<file path="config.mk">
export PLATFORM = sky130hd
export DESIGN_NAME = vga_timing_ctrl
export DESIGN_NICKNAME = d
export VERILOG_FILES = /design/src/rtl/vga_timing_ctrl.sv
export SDC_FILE = /design/constraint.sdc
export NUM_CORES = 1
export LEC_CHECK = 0
export BUFFER_PORTS_ARGS = -buffer_cell sky130_fd_sc_hd__buf_2
export CORE_MARGIN = 4
export CORE_UTILIZATION = 45
export DETAILED_ROUTE_END_ITERATION = 16
export GPL_TIMING_DRIVEN = 0
export HOLD_SLACK_MARGIN = 0.05
export PLACE_DENSITY = 0.78
export SYNTH_ARGS = -nofsm -noshare
export SYNTH_HDL_FRONTEND = slang
export SYNTH_SLANG_ARGS = --single-unit
</file>
<file path="constraint.sdc">
create_clock -name clk_50 -period 3 [get_ports clk_50]
set_input_delay 0.45 -clock clk_50 [delete_from_list [all_inputs] [get_ports clk_50]]
set_output_delay 0.45 -clock clk_50 [all_outputs]
set_load 0.1 [all_outputs]
</file>
<file path="src/rtl/vga_timing_ctrl.sv">
// VGA raster sequencer: H/V counters, sync/blank decode, frame-aligned run/stop.
// Optional frame counter output when VGA_FRAME_CNT_EN is defined.
module vga_timing_ctrl #(
    parameter int H_ACTIVE = 640,
    parameter int H_FP     = 16,
    parameter int H_SYNC   = 96,
    parameter int H_BP     = 48,
    parameter int V_ACTIVE = 480,
    parameter int V_FP     = 10,
    parameter int V_SYNC   = 2,
    parameter int V_BP     = 33,
    parameter int CW       = 10
) (
    input  logic          clk_50,
    input  logic          reset_n,
    input  logic          pix_en,
    input  logic          run,
    output logic          hsync,
    output logic          vsync,
    output logic          video_on,
    output logic [CW-1:0] pixel_x,
    output logic [CW-1:0] pixel_y,
    output logic          frame_start,
    output logic          busy
`ifdef VGA_FRAME_CNT_EN
    ,
    output logic [15:0]   frame_cnt
`endif
);

    localparam int H_TOT = H_ACTIVE + H_FP + H_SYNC + H_BP;
    localparam int V_TOT = V_ACTIVE + V_FP + V_SYNC + V_BP;

    localparam logic [CW-1:0] H_LAST = CW'(H_TOT - 1);
    localparam logic [CW-1:0] V_LAST = CW'(V_TOT - 1);
    localparam logic [CW-1:0] H_ACT  = CW'(H_ACTIVE);
    localparam logic [CW-1:0] V_ACT  = CW'(V_ACTIVE);
    localparam logic [CW-1:0] HS_BEG = CW'(H_ACTIVE + H_FP);
    localparam logic [CW-1:0] HS_END = CW'(H_ACTIVE + H_FP + H_SYNC);
    localparam logic [CW-1:0] VS_BEG = CW'(V_ACTIVE + V_FP);
    localparam logic [CW-1:0] VS_END = CW'(V_ACTIVE + V_FP + V_SYNC);

    typedef enum logic [1:0] {
        S_IDLE  = 2'd0,
        S_RUN   = 2'd1,
        S_DRAIN = 2'd2
    } state_t;

    state_t        r_state;
    state_t        w_state_nxt;
    logic [CW-1:0] r_x;
    logic [CW-1:0] r_y;
    logic [CW-1:0] w_x_nxt;
    logic [CW-1:0] w_y_nxt;
    logic [CW-1:0] w_x_adv;
    logic [CW-1:0] w_y_adv;
    logic          w_line_end;
    logic          w_frame_end;
    logic          w_fs_nxt;
    logic          w_live;
    logic          w_von_nxt;
    logic          w_hs_nxt;
    logic          w_vs_nxt;
    logic          r_hs;
    logic          r_vs;
    logic          r_von;
    logic          r_fs;
    logic          r_busy;

    // Raster position one strobe ahead, including line and frame wrap
    always_comb begin
        w_line_end  = (r_x == H_LAST);
        w_frame_end = w_line_end && (r_y == V_LAST);
        w_x_adv     = w_line_end ? '0 : r_x + 1'b1;
        if (!w_line_end) begin
            w_y_adv = r_y;
        end else if (w_frame_end) begin
            w_y_adv = '0;
        end else begin
            w_y_adv = r_y + 1'b1;
        end
    end

    // Controller next state, next counters and frame_start request
    always_comb begin
        w_state_nxt = r_state;
        w_x_nxt     = r_x;
        w_y_nxt     = r_y;
        w_fs_nxt    = 1'b0;
        unique case (r_state)
            S_IDLE: begin
                w_x_nxt = '0;
                w_y_nxt = '0;
                if (pix_en && run) begin
                    w_state_nxt = S_RUN;
                    w_fs_nxt    = 1'b1;
                end
            end
            S_RUN: begin
                if (pix_en) begin
                    w_x_nxt  = w_x_adv;
                    w_y_nxt  = w_y_adv;
                    w_fs_nxt = w_frame_end;
                end
                if (!run) begin
                    w_state_nxt = S_DRAIN;
                end
            end
            S_DRAIN: begin
                if (run) begin
                    w_state_nxt = S_RUN;
                    if (pix_en) begin
                        w_x_nxt  = w_x_adv;
                        w_y_nxt  = w_y_adv;
                        w_fs_nxt = w_frame_end;
                    end
                end else if (pix_en) begin
                    if (w_frame_end) begin
                        w_state_nxt = S_IDLE;
                        w_x_nxt     = '0;
                        w_y_nxt     = '0;
                    end else begin
                        w_x_nxt = w_x_adv;
                        w_y_nxt = w_y_adv;
                    end
                end
            end
            default: begin
                w_state_nxt = S_IDLE;
                w_x_nxt     = '0;
                w_y_nxt     = '0;
            end
        endcase
    end

    // Decode from the next counters so outputs land on the same edge
    always_comb begin
        w_live    = (w_state_nxt != S_IDLE);
        w_von_nxt = w_live && (w_x_nxt < H_ACT) && (w_y_nxt < V_ACT);
        w_hs_nxt  = !(w_live && (w_x_nxt >= HS_BEG) && (w_x_nxt < HS_END));
        w_vs_nxt  = !(w_live && (w_y_nxt >= VS_BEG) && (w_y_nxt < VS_END));
    end

    // Register state, counters and every decoded output together
    always_ff @(posedge clk_50 or negedge reset_n) begin
        if (!reset_n) begin
            r_state <= S_IDLE;
            r_x     <= '0;
            r_y     <= '0;
            r_hs    <= 1'b1;
            r_vs    <= 1'b1;
            r_von   <= 1'b0;
            r_fs    <= 1'b0;
            r_busy  <= 1'b0;
        end else begin
            r_state <= w_state_nxt;
            r_x     <= w_x_nxt;
            r_y     <= w_y_nxt;
            r_hs    <= w_hs_nxt;
            r_vs    <= w_vs_nxt;
            r_von   <= w_von_nxt;
            r_fs    <= w_fs_nxt;
            r_busy  <= w_live;
        end
    end

`ifdef VGA_FRAME_CNT_EN
    logic [15:0] r_fc;

    // Count every frame start, wrapping naturally at 16 bits
    always_ff @(posedge clk_50 or negedge reset_n) begin
        if (!reset_n) begin
            r_fc <= '0;
        end else if (w_fs_nxt) begin
            r_fc <= r_fc + 16'd1;
        end
    end

    assign frame_cnt = r_fc;
`endif

    assign hsync       = r_hs;
    assign vsync       = r_vs;
    assign video_on    = r_von;
    assign pixel_x     = r_x;
    assign pixel_y     = r_y;
    assign frame_start = r_fs;
    assign busy        = r_busy;

endmodule
</file>
## Word-level counts from Yosys, hierarchy flattened

Cells that the tools add are included.

- Word-level logic and storage cells: 55
- Input port bits: 4
- Register bits after elaboration: 27
- Output and inout port bits: 25

- Add/subtract/negate cells: 2
- Order comparisons: 6
- Multiplexer cells: 23
- Eq/ne operators: 4
- Reductions and logical operators: 12

Operators with widths:

| operator | number |
|---|---|
| 10-bit 2-to-1 mux | 11 |
| 10-bit case mux with 2 select lines | 2 |
| 10-bit by 1-bit adder with 10-bit output (second input constant) | 2 |
| 10-bit equality test (second input constant) | 2 |
| 10-bit less-than comparator (second input constant) | 2 |
| 10-bit by 9-bit less-than comparator with 1-bit output (second input constant) | 2 |
| 10-bit greater-or-equal comparator (second input constant) | 1 |
| 10-bit by 9-bit greater-or-equal comparator with 1-bit output (second input constant) | 1 |
| 2-bit 2-to-1 mux | 5 |
| 1-bit logical AND | 8 |
| 2-bit case mux with 3 select lines | 1 |
| 1-bit 2-to-1 mux | 3 |
| 1-bit case mux with 3 select lines | 1 |
| 2-bit by 1-bit equality test with 1-bit output (second input constant) | 1 |
| 2-bit equality test (second input constant) | 1 |
| 1-bit zero test | 2 |
| 2-bit zero test | 1 |
| 2-bit nonzero test | 1 |

## Depth between registers and ports, before layout

Gate-level depths: netlist of the first run.

- Depth in word-level cells: 12
- Mapped depth: 9
- Gate-level depth less buffers: 8

## Least setup slack after synthesis of the first run

OpenSTA, ideal clock, no wires.

- Path type: reg-to-reg
- Start point: register r_x[0] (netlist: pixel_x[0])
- End point: register r_vs (netlist: vsync)
- Period minus slack after synthesis: 2,636 ps
- Slack: 364 ps
- Arrival: 2,539 ps
- Cell stages (with the launch flop): 9
- Required time: 2,903 ps
- Library setup time: 97 ps
- Path buffers: 1
- Cells stage by stage: dfrtp_1 -> ha_1 -> and4_4 -> buf_6 -> nand4_4 -> nor3_2 -> xnor2_1 -> a311oi_2 -> o2111ai_1

- Word-level cells in the longest chain between the ends: 12
- Elaborated cells between the ends (all ways): 19
- Classes of those cells: order compare (2); eq/ne (1); mux (11); reduce/logical (5)

RTL lines:

| item | line | source |
|---|---|---|
| from (decl) | 51 | `logic [CW-1:0] r_x;` |
| from (signal assigned) | 157 | `r_x <= w_x_nxt;` |
| 10-bit equality test * | 72 | `w_line_end = (r_x == H_LAST);` |
| 1-bit logical AND | 73 | `w_frame_end = w_line_end && (r_y == V_LAST);` |
| 10-bit 2-to-1 mux | 77 | `end else if (w_frame_end) begin` |
| 10-bit 2-to-1 mux | 75 | `if (!w_line_end) begin` |
| 10-bit 2-to-1 mux | 118 | `if (w_frame_end) begin` |
| 10-bit 2-to-1 mux | 117 | `end else if (pix_en) begin` |
| 10-bit 2-to-1 mux | 110 | `if (run) begin` |
| 10-bit case mux with 2 select lines | 90 | `unique case (r_state)` |
| 10-bit by 9-bit greater-or-equal comparator with 1-bit output | 141 | `w_vs_nxt = !(w_live && (w_y_nxt >= VS_BEG) && (w_y_nxt < VS_END));` |
| 1-bit logical AND | 141 |  |
| 1-bit logical AND * | 141 |  |
| 1-bit zero test * | 141 |  |
| via w_vs_nxt | 63 | `logic w_vs_nxt;` |
| to (signal assigned) | 160 | `r_vs <= w_vs_nxt;` |
| to (decl) | 65 | `logic r_vs;` |

Mark *: on every way through the listed nets, which the timed path passes. The rest lies on a longest branch.

## Worst setup path after layout of the first run

- Start point: register r_y[0] (netlist: pixel_y[0])
- End point: register r_state[1]

- Word-level cells in the longest chain between the ends: 6

RTL lines:

| item | line | source |
|---|---|---|
| from (decl) | 52 | `logic [CW-1:0] r_y;` |
| from (signal assigned) | 158 | `r_y <= w_y_nxt;` |
| 10-bit equality test | 73 |  |
| 1-bit logical AND | 73 |  |
| 2-bit 2-to-1 mux | 118 |  |
| 2-bit 2-to-1 mux | 117 |  |
| 2-bit 2-to-1 mux | 110 |  |
| 2-bit case mux with 3 select lines | 90 |  |
| via w_state_nxt[1] | 50 | `state_t w_state_nxt;` |
| to (signal assigned) | 156 | `r_state <= w_state_nxt;` |
| to (decl) | 49 | `state_t r_state;` |

The timed path passes the listed nets, and every way through them passes these cells.

==> results of run 1 <==
## stage by stage
stage          worst slack [ns]  area [µm²]  hold WS [ns]  utilization
2_1_floorplan             0.364        1710         0.154            -
3_3_place_gp              0.918        1900         0.492        0.519
3_5_place_dp              0.904        1900         0.500        0.519
4_1_cts                   0.875        1950         0.190        0.532
5_1_grt                   0.741        1950         0.212        0.532
6_report                  0.893        1950         0.167        0.532
## metal layers
| metal | vias up | global-route usage |
|---|---|---|
| li1 | 728 | - |
| met1 | 708 | 0.209 |
| met2 | 26 | 0.261 |
| met3 | 4 | 0.0304 |
| met4 | 0 | 0.0412 |
| met5 | - | 0 |
## how the worst min path moves through the flow
stage,from,end,cells past startpoint
4_1_cts,reset_n,pixel_x[5],1
3_5_place_dp,reset_n,pixel_x[6],1
5_1_grt,reset_n,pixel_x[3],1
3_3_place_gp,reset_n,pixel_x[5],1
2_1_floorplan,reset_n,busy,0
6_report,reset_n,pixel_x[5],1
## kinds of logic after synthesis
| kind of cell | share of synthesized area |
|---|---|
| AO/OA/AOI/OAI | 0.152 |
| buffers and inverters | 0.0418 |
| flip-flops | 0.397 |
| AND/OR/NAND/NOR | 0.279 |
| adder cells (fa/ha/maj) | 0.0513 |
| multiplexers | 0.0117 |
| XOR/XNOR | 0.0667 |
## area by class of cell
type                    count  area, µm²  share of cell area
clock inverters             1       5.00             0.00257
well taps                  48       60.1              0.0308
plain buffers               7       41.3              0.0212
clock buffers               3       41.3              0.0212
inverters                   8       30.0              0.0154
flip-flops and latches     27        678               0.348
multi-input cells         144        957               0.491
repair buffers             27        135              0.0694
## state kept, by name (all words and copies together) (netlist names)
signal and count:
r_state 2, busy 1, hsync 1, pixel_y 10, video_on 1, vsync 1
pixel_x 10, frame_start 1
## power by group through the flow
stage	logic, W	clock network (W)	registers (W)
2_1_floorplan	0.000233	0	0.000592
3_3_place_gp	0.000489	0	0.000430
3_5_place_dp	0.000496	0	0.000432
4_1_cts	0.000496	0.000217	0.000424
5_1_grt	0.000538	0.000232	0.000429
6_report	0.000491	0.000208	0.000424
## critical path: stages (launching register included)
cell and delay [ns]:
dfrtp_1 0.46, inv_1 0.09, ha_1 0.14, nand4_1 0.12, or3_1 0.31, or4_1 0.50, a31oi_1 0.18, o22a_1 0.15
nor2_1 0.04
## placed cells by master, fill, tap and decap left out, types with 2 or more instances in the layout
cell,instances
buf_2,30
dfrtp_1,25
nor2_1,21
nand2_1,16
a21oi_1,13
nand3_1,9
inv_1,8
xnor2_1,7
o21ai_0,7
ha_1,7
or3_1,6
xor2_1,6
nand4_1,5
nor3_1,5
and3_1,4
clkbuf_8,3
clkbuf_1,2
or4_1,2
a31oi_1,2
o22a_1,2
mux2i_1,2
nand3b_1,2
o2111ai_1,2
dfstp_2,2
==> results.tsv, run 1 <==
stage	metric	value	unit
run_status	outcome	finished, final reports clean	
timing	finalHoldViolCount	0	
power_and_ir_drop	leakagePower	0.862	nW
placed_design	port_buffers	27	
floorplanning	ios	29	
timing	slew_headroom	0.597	
run	max_cap_viol_count	0	
min_path	min_path_type	in -> async	
grt	grt_pass1_wl	6380	µm
yosys	ys.flop_type	dfrtp_1	
clocking	hold_buffers	0	
yosys	synth_cells	186	
power_and_ir_drop	power	0.00112	W
power_and_ir_drop	seqPwrFrac	0.377	
power_and_ir_drop	internal_power	0.000616	W
yosys	synth.avg_cell_area	9.18	µm²
floorplanning	die_area	0.00484	mm²
power_and_ir_drop	pwr-share-clk	0.186	
yosys	synth_cell_types	51	
critical_path	crit_end	r_state[1]	
detailed_routing	drc	0	
grt	overflow	0	
critical_path	reg2regPathDepth	8	
final_layout	drive_gt1_frac	0.230	
final_layout	fin_cells	265	
critical_path	crit_type	reg -> reg	
grt	antenna_found_initial	0	
grt	grtUsageTotal	0.157	
grt	grt_max_degree	28	
grt	grt_pass1_vias	1391	
timing	finalMaxSlewViolations	0	
yosys	synth.cell_area	0.00171	mm²
clocking	cts_sinks	27	
yosys	synth_area_leaders	dfrtp_1 37%, ha_1 5.1%, nor2_1 4.6%, a21oi_1 3.8%, xnor2_1 3.6%	
floorplanning	die_h	69.6	µm
yosys	yosys.area.top_type	dfrtp_1	
detailed_routing	totalWireLength	3580	µm
detailed_routing	drt_iter0_drc	92	
detailed_routing	wl_met3	147	µm
placed_design	hpwl	2680	µm
yosys	yosysSeqAreaShare	0.397	
critical_path	reg2reg_to	r_state[1]	
power_and_ir_drop	p_sw_frac	0.451	
timing	period_needed	2.11	ns
final_layout	fill_cells	343	
floorplanning	core_area	0.00366	mm²
timing	clock_skew	0.00908	ns
critical_path	rrSetupSlack	0.89	ns
floorplanning	initial_utilization	0.466	
floorplanning	rows	22	
floorplanning	die_x	69.6	µm
placed_design	place_inst	261	
yosys	ys_ff_latch	27	
yosys	synthArstFlopShare	1.00	
placed_design	gp_congestion	0.834	
power_and_ir_drop	p_per_area	576	mW/mm²
timing	setup_viol	0	
clocking	postCtsSetupBuffers	0	
yosys	yosysMostFrequentCell	dfrtp_1	
power_and_ir_drop	ir_worst_vdd	0.000274	V
detailed_routing	wirelength_met1	1680	µm
power_and_ir_drop	combPwrFrac	0.437	
timing	worst_pin_slew	0.604	ns
clocking	cts_buffers	3	
power_and_ir_drop	power_switching	0.000507	W
critical_path	crit_required	3.16	ns
critical_path	endpoint_kind	flop	
detailed_routing	vias_per_cell	5.53	
critical_path	cp-start-kind	flop	
yosys	syn_nets	197	
clocking	cts_buffer_depth	2	
final_layout	diodes	0	
critical_path	arrival	2.27	ns
clocking	clkTransAtPathRegs	0.10	ns
critical_path	worstPathMaxFanout	7	
detailed_routing	dr.pass1.iters	4	
detailed_routing	post_drt_wl_per_cell	13.5	µm
yosys	synth_commonest_cells	25 x dfrtp_1, 21 x nor2_1, 16 x nand2_1, 13 x a21oi_1, 9 x nand3_1	
timing	rsz0062_at_grt	no	
final_layout	nNetsFinal	229	
timing	timing.setup.tns	0	ns
detailed_routing	route.top_layer_used	met4	
detailed_routing	postRouteAntennaNets	0	
yosys	synth_edf_count	0	
clocking	clock_latency	0.28	ns
critical_path	cp-startpoint	pixel_y[0]	
clocking	cts_resized	0	
yosys	yosysTopAreaCellShare	0.367	
critical_path	r2r_start	pixel_y[0]	
clocking	htreeDepth	1	
clocking	cts_tree	done	
detailed_routing	vias	1466	
timing	clock.fmax	0.475	GHz
timing	fin_crit_sh	0.702	
yosys	ys_warn_count	0	
final_layout	area_growth	14.1	%
detailed_routing	wl_met2	1720	µm
clocking	cts_root_buffer	clkbuf_8	
Power figures use the tool's default switching activity.
==> run 2, diff against run 1 <==
==> constraint.sdc (replaced) <==
create_clock -name clk_50 -period 2 [get_ports clk_50]
set_input_delay 0.3 -clock clk_50 [delete_from_list [all_inputs] [get_ports clk_50]]
set_output_delay 0.3 -clock clk_50 [all_outputs]
set_load 0.1 [all_outputs]
==> results.tsv, run 2 (same netlist as run 1, synthesis figures left out) <==
stage	metric	value	unit	change
floorplanning	core_area	0.00366	mm²	unchanged
timing	timing.setup.tns	-0.0415	ns	-0.0415 ns
detailed_routing	route.top_layer_used	met4		
critical_path	worstPathMaxFanout	7		unchanged
timing	rsz0062_at_grt	yes		
run_status	violations	setup timing		
final_layout	most-common-layout-cells	29 x buf_2, 20 x nor2_1, 15 x nand2_1, 15 x dfrtp_4, 13 x a21oi_1		
grt	overflow	0		unchanged
timing	finalMaxSlewViolations	0		unchanged
timing	setup_slack	-0.0356	ns	-0.928 ns
floorplanning	rows	22		unchanged
critical_path	crit_required	2.16	ns	-1.00 ns
clocking	cts_sinks	27		unchanged
run_status	outcome	finished, violations left		
critical_path	endpoint_kind	flop		
timing	fin_hold_ws	0.344	ns	+0.176 ns
run	max_cap_viol_count	0		unchanged
grt	grt_max_degree	28		unchanged
detailed_routing	post_drt_wl_per_cell	14.3	µm	+5.8%
final_layout	nNetsFinal	240		+4.8%
placed_design	place_inst	261		unchanged
detailed_routing	totalWireLength	3950	µm	+10%
timing	period_needed	2.04	ns	-0.0718 ns
timing	worst_pin_slew	0.613	ns	+0.00865 ns
placed_design	gp_congestion	0.847		+1.6%
detailed_routing	drt_iter0_drc	110		+20%
detailed_routing	wirelength_met1	1850	µm	+10%
power_and_ir_drop	leakagePower	0.904	nW	+4.9%
detailed_routing	vias	1524		+4.0%
critical_path	cp-start-kind	flop		
grt	grt_pass1_wl	6350	µm	-0.33%
final_layout	fill_cells	299		-13%
detailed_routing	postRouteAntennaNets	0		unchanged
grt	antenna_found_initial	0		unchanged
timing	clock_skew	0.00703	ns	-0.00205 ns
final_layout	fin_cells	276		+4.2%
final_layout	area_growth	27.6	%	
grt	grt_pass1_vias	1336		-4.0%
clocking	cts_root_buffer	clkbuf_8		
placed_design	port_buffers	27		unchanged
placed_design	hpwl	2680	µm	about the same
critical_path	arrival	2.20	ns	-0.07 ns
timing	setup_viol	3		+3
detailed_routing	vias_per_cell	5.52		-0.19%
clocking	htreeDepth	1		unchanged
critical_path	crit_type	reg -> reg		
floorplanning	ios	29		unchanged
timing	fin_crit_sh	1.02		+0.315
clocking	clkTransAtPathRegs	0.09	ns	about the same
min_path	min_path_type	in -> reg		
final_layout	diodes	0		unchanged
final_layout	drive_gt1_frac	0.395		+0.164
final_layout	mostFrequentLayoutCell	buf_2		
detailed_routing	wl_met2	1890	µm	+10%
floorplanning	initial_utilization	0.466		unchanged
clocking	cts_buffers	3		unchanged
timing	finalHoldViolCount	0		unchanged
detailed_routing	drc	0		unchanged
timing	clock.fmax	0.491	GHz	+3.5%
clocking	cts_tree	done		
floorplanning	die_x	69.6	µm	unchanged
timing	slew_headroom	0.592		-0.00577
grt	grtUsageTotal	0.161		+0.00370
clocking	cts_buffer_depth	2		unchanged
final_layout	utilization	0.595		+0.0629
floorplanning	die_area	0.00484	mm²	unchanged
power_and_ir_drop	ir_worst_vdd	0.000867	V	+220%
detailed_routing	dr.pass1.iters	4		unchanged
clocking	clock_latency	0.28	ns	about the same
power_and_ir_drop	p_per_area	824	mW/mm²	+43%
floorplanning	die_h	69.6	µm	unchanged
detailed_routing	wl_met3	134	µm	-8.8%
==> run 2: changes by cell type in the layout (fill, tap and decap cells not counted), sizes merged <==
cell         delta
buf            +11
dlygate4sd3     +1
clkinv          -1
==> run 2: area by class of cell <==
cell class	count	area, µm²	area share
Buffer	6	47.5	0.0218
Clock buffer	4	45.0	0.0207
Inverter	8	30.0	0.0138
Multi-Input combinational cell	144	1030	0.472
Sequential cell	27	739	0.339
Tap cell	48	60.1	0.0276
Timing Repair Buffer	39	228	0.105
==> run 2: where the power goes <==
part / switching [W] / internal, W
Combinational: 0.000588 / 0.000245
Clock: 0.000171 / 0.000143
Sequential: 0.0000441 / 0.000604
Total: 0.000804 / 0.000992
==> run 2: metal layers <==
layer,vias to the layer above,global-route usage
met3,5,0.0217
li1,755,-
met4,0,0.0651
met2,30,0.258
met5,-,0
met1,734,0.218
==> run 2: worst paths after layout <==
check / slack, ns / cells after the start / start / to
hold reg to reg: 0.60 / 1 / pixel_x[8] / pixel_x[8]
setup reg to reg: -0.04 / 9 / pixel_x[0] / video_on
min in group asynchronous: 0.56 / 2 / reset_n / pixel_x[2]
max in group asynchronous: 0.98 / 2 / reset_n / pixel_y[5]
hold / removal: 0.34 / 3 / pix_en / pixel_x[0]
setup / recovery: -0.04 / 9 / pixel_x[0] / video_on
==> run 2: per-stage QoR <==
step | power [W] | setup slack, ns | area [µm²]
after global placement | 0.00142 | -0.0872 | 1990
after global routing | 0.00190 | -0.112 | 2180
after floorplan | 0.00128 | -0.0748 | 1790
after detailed placement | 0.00143 | -0.0842 | 1990
final | 0.00180 | -0.0356 | 2180
after CTS | 0.00175 | -0.0440 | 2090
==> run 2: worst max-delay path, stage by stage, from the launching register on <==
cell and delay (ns):
dfrtp_4 0.45, ha_4 0.14, and4_4 0.25, buf_8 0.13
nand4_4 0.13, nor3_4 0.23, xnor2_2 0.11, a311oi_2 0.28
buf_4 0.16, nor4_1 0.04
==> run 2: what timing repair did <==
action                                  CTS  global route
endpoints found under the hold margin    14             0
pin swaps                                 1             6
gates resized for setup                   4             9
hold buffers                              1             0
cloned                                    0             0
endpoints found under the setup margin    5             6
buffers inserted                          5             6
==> run 3, diff against run 2 <==
--- a/config.mk
+++ b/config.mk
@@ -8,9 +8,11 @@
 export BUFFER_PORTS_ARGS = -buffer_cell sky130_fd_sc_hd__buf_2
 export CORE_MARGIN = 4
 export CORE_UTILIZATION = 45
+export CTS_BUF_LIST = sky130_fd_sc_hd__clkbuf_16
 export DETAILED_ROUTE_END_ITERATION = 16
 export GPL_TIMING_DRIVEN = 0
 export HOLD_SLACK_MARGIN = 0.05
+export MAX_ROUTING_LAYER = met4
 export PLACE_DENSITY = 0.78
 export SYNTH_ARGS = -nofsm -noshare
 export SYNTH_HDL_FRONTEND = slang
==> constraint.sdc (replaced) <==
create_clock -name clk_50 -period 2.34 [get_ports clk_50]
set_input_delay 0.351 -clock clk_50 [delete_from_list [all_inputs] [get_ports clk_50]]
set_output_delay 0.351 -clock clk_50 [all_outputs]
set_load 0.1 [all_outputs]
==> results.tsv, run 3 (same netlist as run 1, synthesis figures left out) <==
stage	metric	value	unit	change
run_status	outcome	finished, final reports clean		
floorplanning	die_h	69.6	µm	unchanged
grt	antenna_found_initial	0		unchanged
clocking	cts_sinks	27		unchanged
power_and_ir_drop	p_per_area	780	mW/mm²	-5.3%
power_and_ir_drop	leakagePower	0.855	nW	-5.4%
final_layout	regArea	696	µm²	-5.9%
grt	grt_max_degree	28		unchanged
placed_design	hpwl	2660	µm	-0.41%
final_layout	mostFrequentLayoutCell	buf_2		
critical_path	arrival	2.26	ns	+0.06 ns
clocking	cts_root_buffer	clkbuf_16		
detailed_routing	dr.pass1.iters	4		unchanged
timing	clock_skew	0.00165	ns	-0.00538 ns
run	max_cap_viol_count	0		unchanged
placed_design	port_buffers	27		unchanged
grt	grtUsageTotal	0.168		+0.00735
clocking	cts_resized	0		-4
grt	grt_pass1_vias	1351		+1.1%
final_layout	drive_gt1_frac	0.290		-0.104
timing	finalMaxSlewViolations	0		unchanged
timing	rsz0062_at_grt	no		
grt	grt_pass1_wl	6420	µm	+1.1%
timing	setup_viol	0		-3
clocking	postCtsSetupBuffers	0		-5
floorplanning	die_area	0.00484	mm²	unchanged
final_layout	multi_input_area	957	µm²	-6.9%
clocking	cts_tree	done		
timing	worst_pin_slew	0.602	ns	-0.0109 ns
detailed_routing	vias	1448		-5.0%
floorplanning	core_area	0.00366	mm²	unchanged
critical_path	endpoint_kind	flop		
detailed_routing	totalWireLength	3640	µm	-7.7%
power_and_ir_drop	power	0.00156	W	-13%
final_layout	diodes	0		unchanged
final_layout	area_growth	17.1	%	
critical_path	crit_required	2.47	ns	+0.31 ns
detailed_routing	drt_iter0_drc	122		+11%
detailed_routing	vias_per_cell	5.46		-1.0%
floorplanning	die_x	69.6	µm	unchanged
final_layout	most-common-layout-cells	30 x buf_2, 21 x nor2_1, 16 x nand2_1		
clocking	cts_buffers	3		unchanged
final_layout	fill_cells	345		+15%
critical_path	cp-start-kind	flop		
timing	period_needed	2.12	ns	+0.0878 ns
clocking	htreeDepth	1		unchanged
floorplanning	ios	29		unchanged
clocking	cts_buffer_depth	2		unchanged
min_path	min_path_type	in -> async		
floorplanning	initial_utilization	0.466		unchanged
timing	timing.setup.tns	0	ns	+0.0415 ns
floorplanning	rows	22		unchanged
critical_path	crit_type	reg -> reg		
final_layout	nNetsFinal	229		-4.6%
detailed_routing	postRouteAntennaNets	0		unchanged
grt	overflow	0		unchanged
timing	slew_headroom	0.599		+0.00726
clocking	clkTransAtPathRegs	0.06	ns	-0.03 ns
detailed_routing	drc	0		unchanged
placed_design	gp_congestion	0.860		+1.6%
power_and_ir_drop	ir_worst_vdd	0.000335	V	-61%
timing	finalHoldViolCount	0		unchanged
critical_path	worstPathMaxFanout	8		+1
detailed_routing	post_drt_wl_per_cell	13.7	µm	-3.9%
timing	fin_crit_sh	0.907		-0.110
timing	clock.fmax	0.471	GHz	-4.1%
clocking	hold_buffers	0		-1
clocking	clock_latency	0.26	ns	-0.02 ns
-- run 3: cell count changes in the layout (fill, tap and decap cells not counted), sizes merged --
cell,before,now
buf,43,32
dlygate4sd3,1,0
inv,8,9
-- run 3: routing by layer --
layer / vias up / GRT usage / share of wire
met4: 0 / 0.0651 / 0.021
met5: - / - / 0
met3: 7 / 0.0246 / 0.042
met1: 677 / 0.230 / 0.47
li1: 733 / - / -
met2: 31 / 0.252 / 0.47
-- run 3: worst max-delay path: stages, from the launching register on --
cell,delay [ns]
dfrtp_1,0.43
inv_1,0.11
ha_1,0.19
clkbuf_1,0.17
o21ai_0,0.42
a311oi_1,0.14
o21ba_1,0.20
nor4_1,0.32
-- run 3: where the power goes --
part / internal [W] / leakage [nW] / switching [W]
Combinational: 0.000159 / 0.473 / 0.000473
Sequential: 0.000513 / 0.339 / 0.0000314
Clock: 0.000229 / 0.0423 / 0.000154
-- run 3: path summary, 6_finish.rpt --
path / from / cells after the start / end / slack [ns]
min in group clk_50: pix_en / 3 / pixel_x[1] / 0.42
min reg2reg: pixel_x[1] / 2 / pixel_x[1] / 0.55
max in group asynchronous: reset_n / 1 / pixel_x[2] / 1.81
max: r_state[1] / 7 / video_on / 0.22
min: reset_n / 1 / pixel_x[4] / 0.09
max reg2reg: r_state[1] / 7 / video_on / 0.22
-- run 3: layout make-up --
cell class | count | area share
timing repair buffer | 27 | 0.0676
clock inverter | 1 | 0.00188
buffer | 7 | 0.0207
inverter | 8 | 0.0150
tap | 48 | 0.0301
clock buffer | 3 | 0.0376
multi-input combinational | 144 | 0.479
sequential | 27 | 0.348
-- run 3: per-stage QoR --
| step | util | setup WS (ns) | instances | hold WS (ns) | cell area (µm²) |
|---|---|---|---|---|---|
| floorplan | - | 0.0138 | 186 | 0.0554 | 1720 |
| global placement | 0.524 | 0.217 | 261 | 0.392 | 1920 |
| detailed placement | 0.524 | 0.207 | 261 | 0.395 | 1920 |
| CTS | 0.546 | 0.201 | 265 | 0.113 | 2000 |
| global route | 0.546 | 0.0138 | 265 | 0.147 | 2000 |
| finish | 0.546 | 0.217 | 265 | 0.0939 | 2000 |
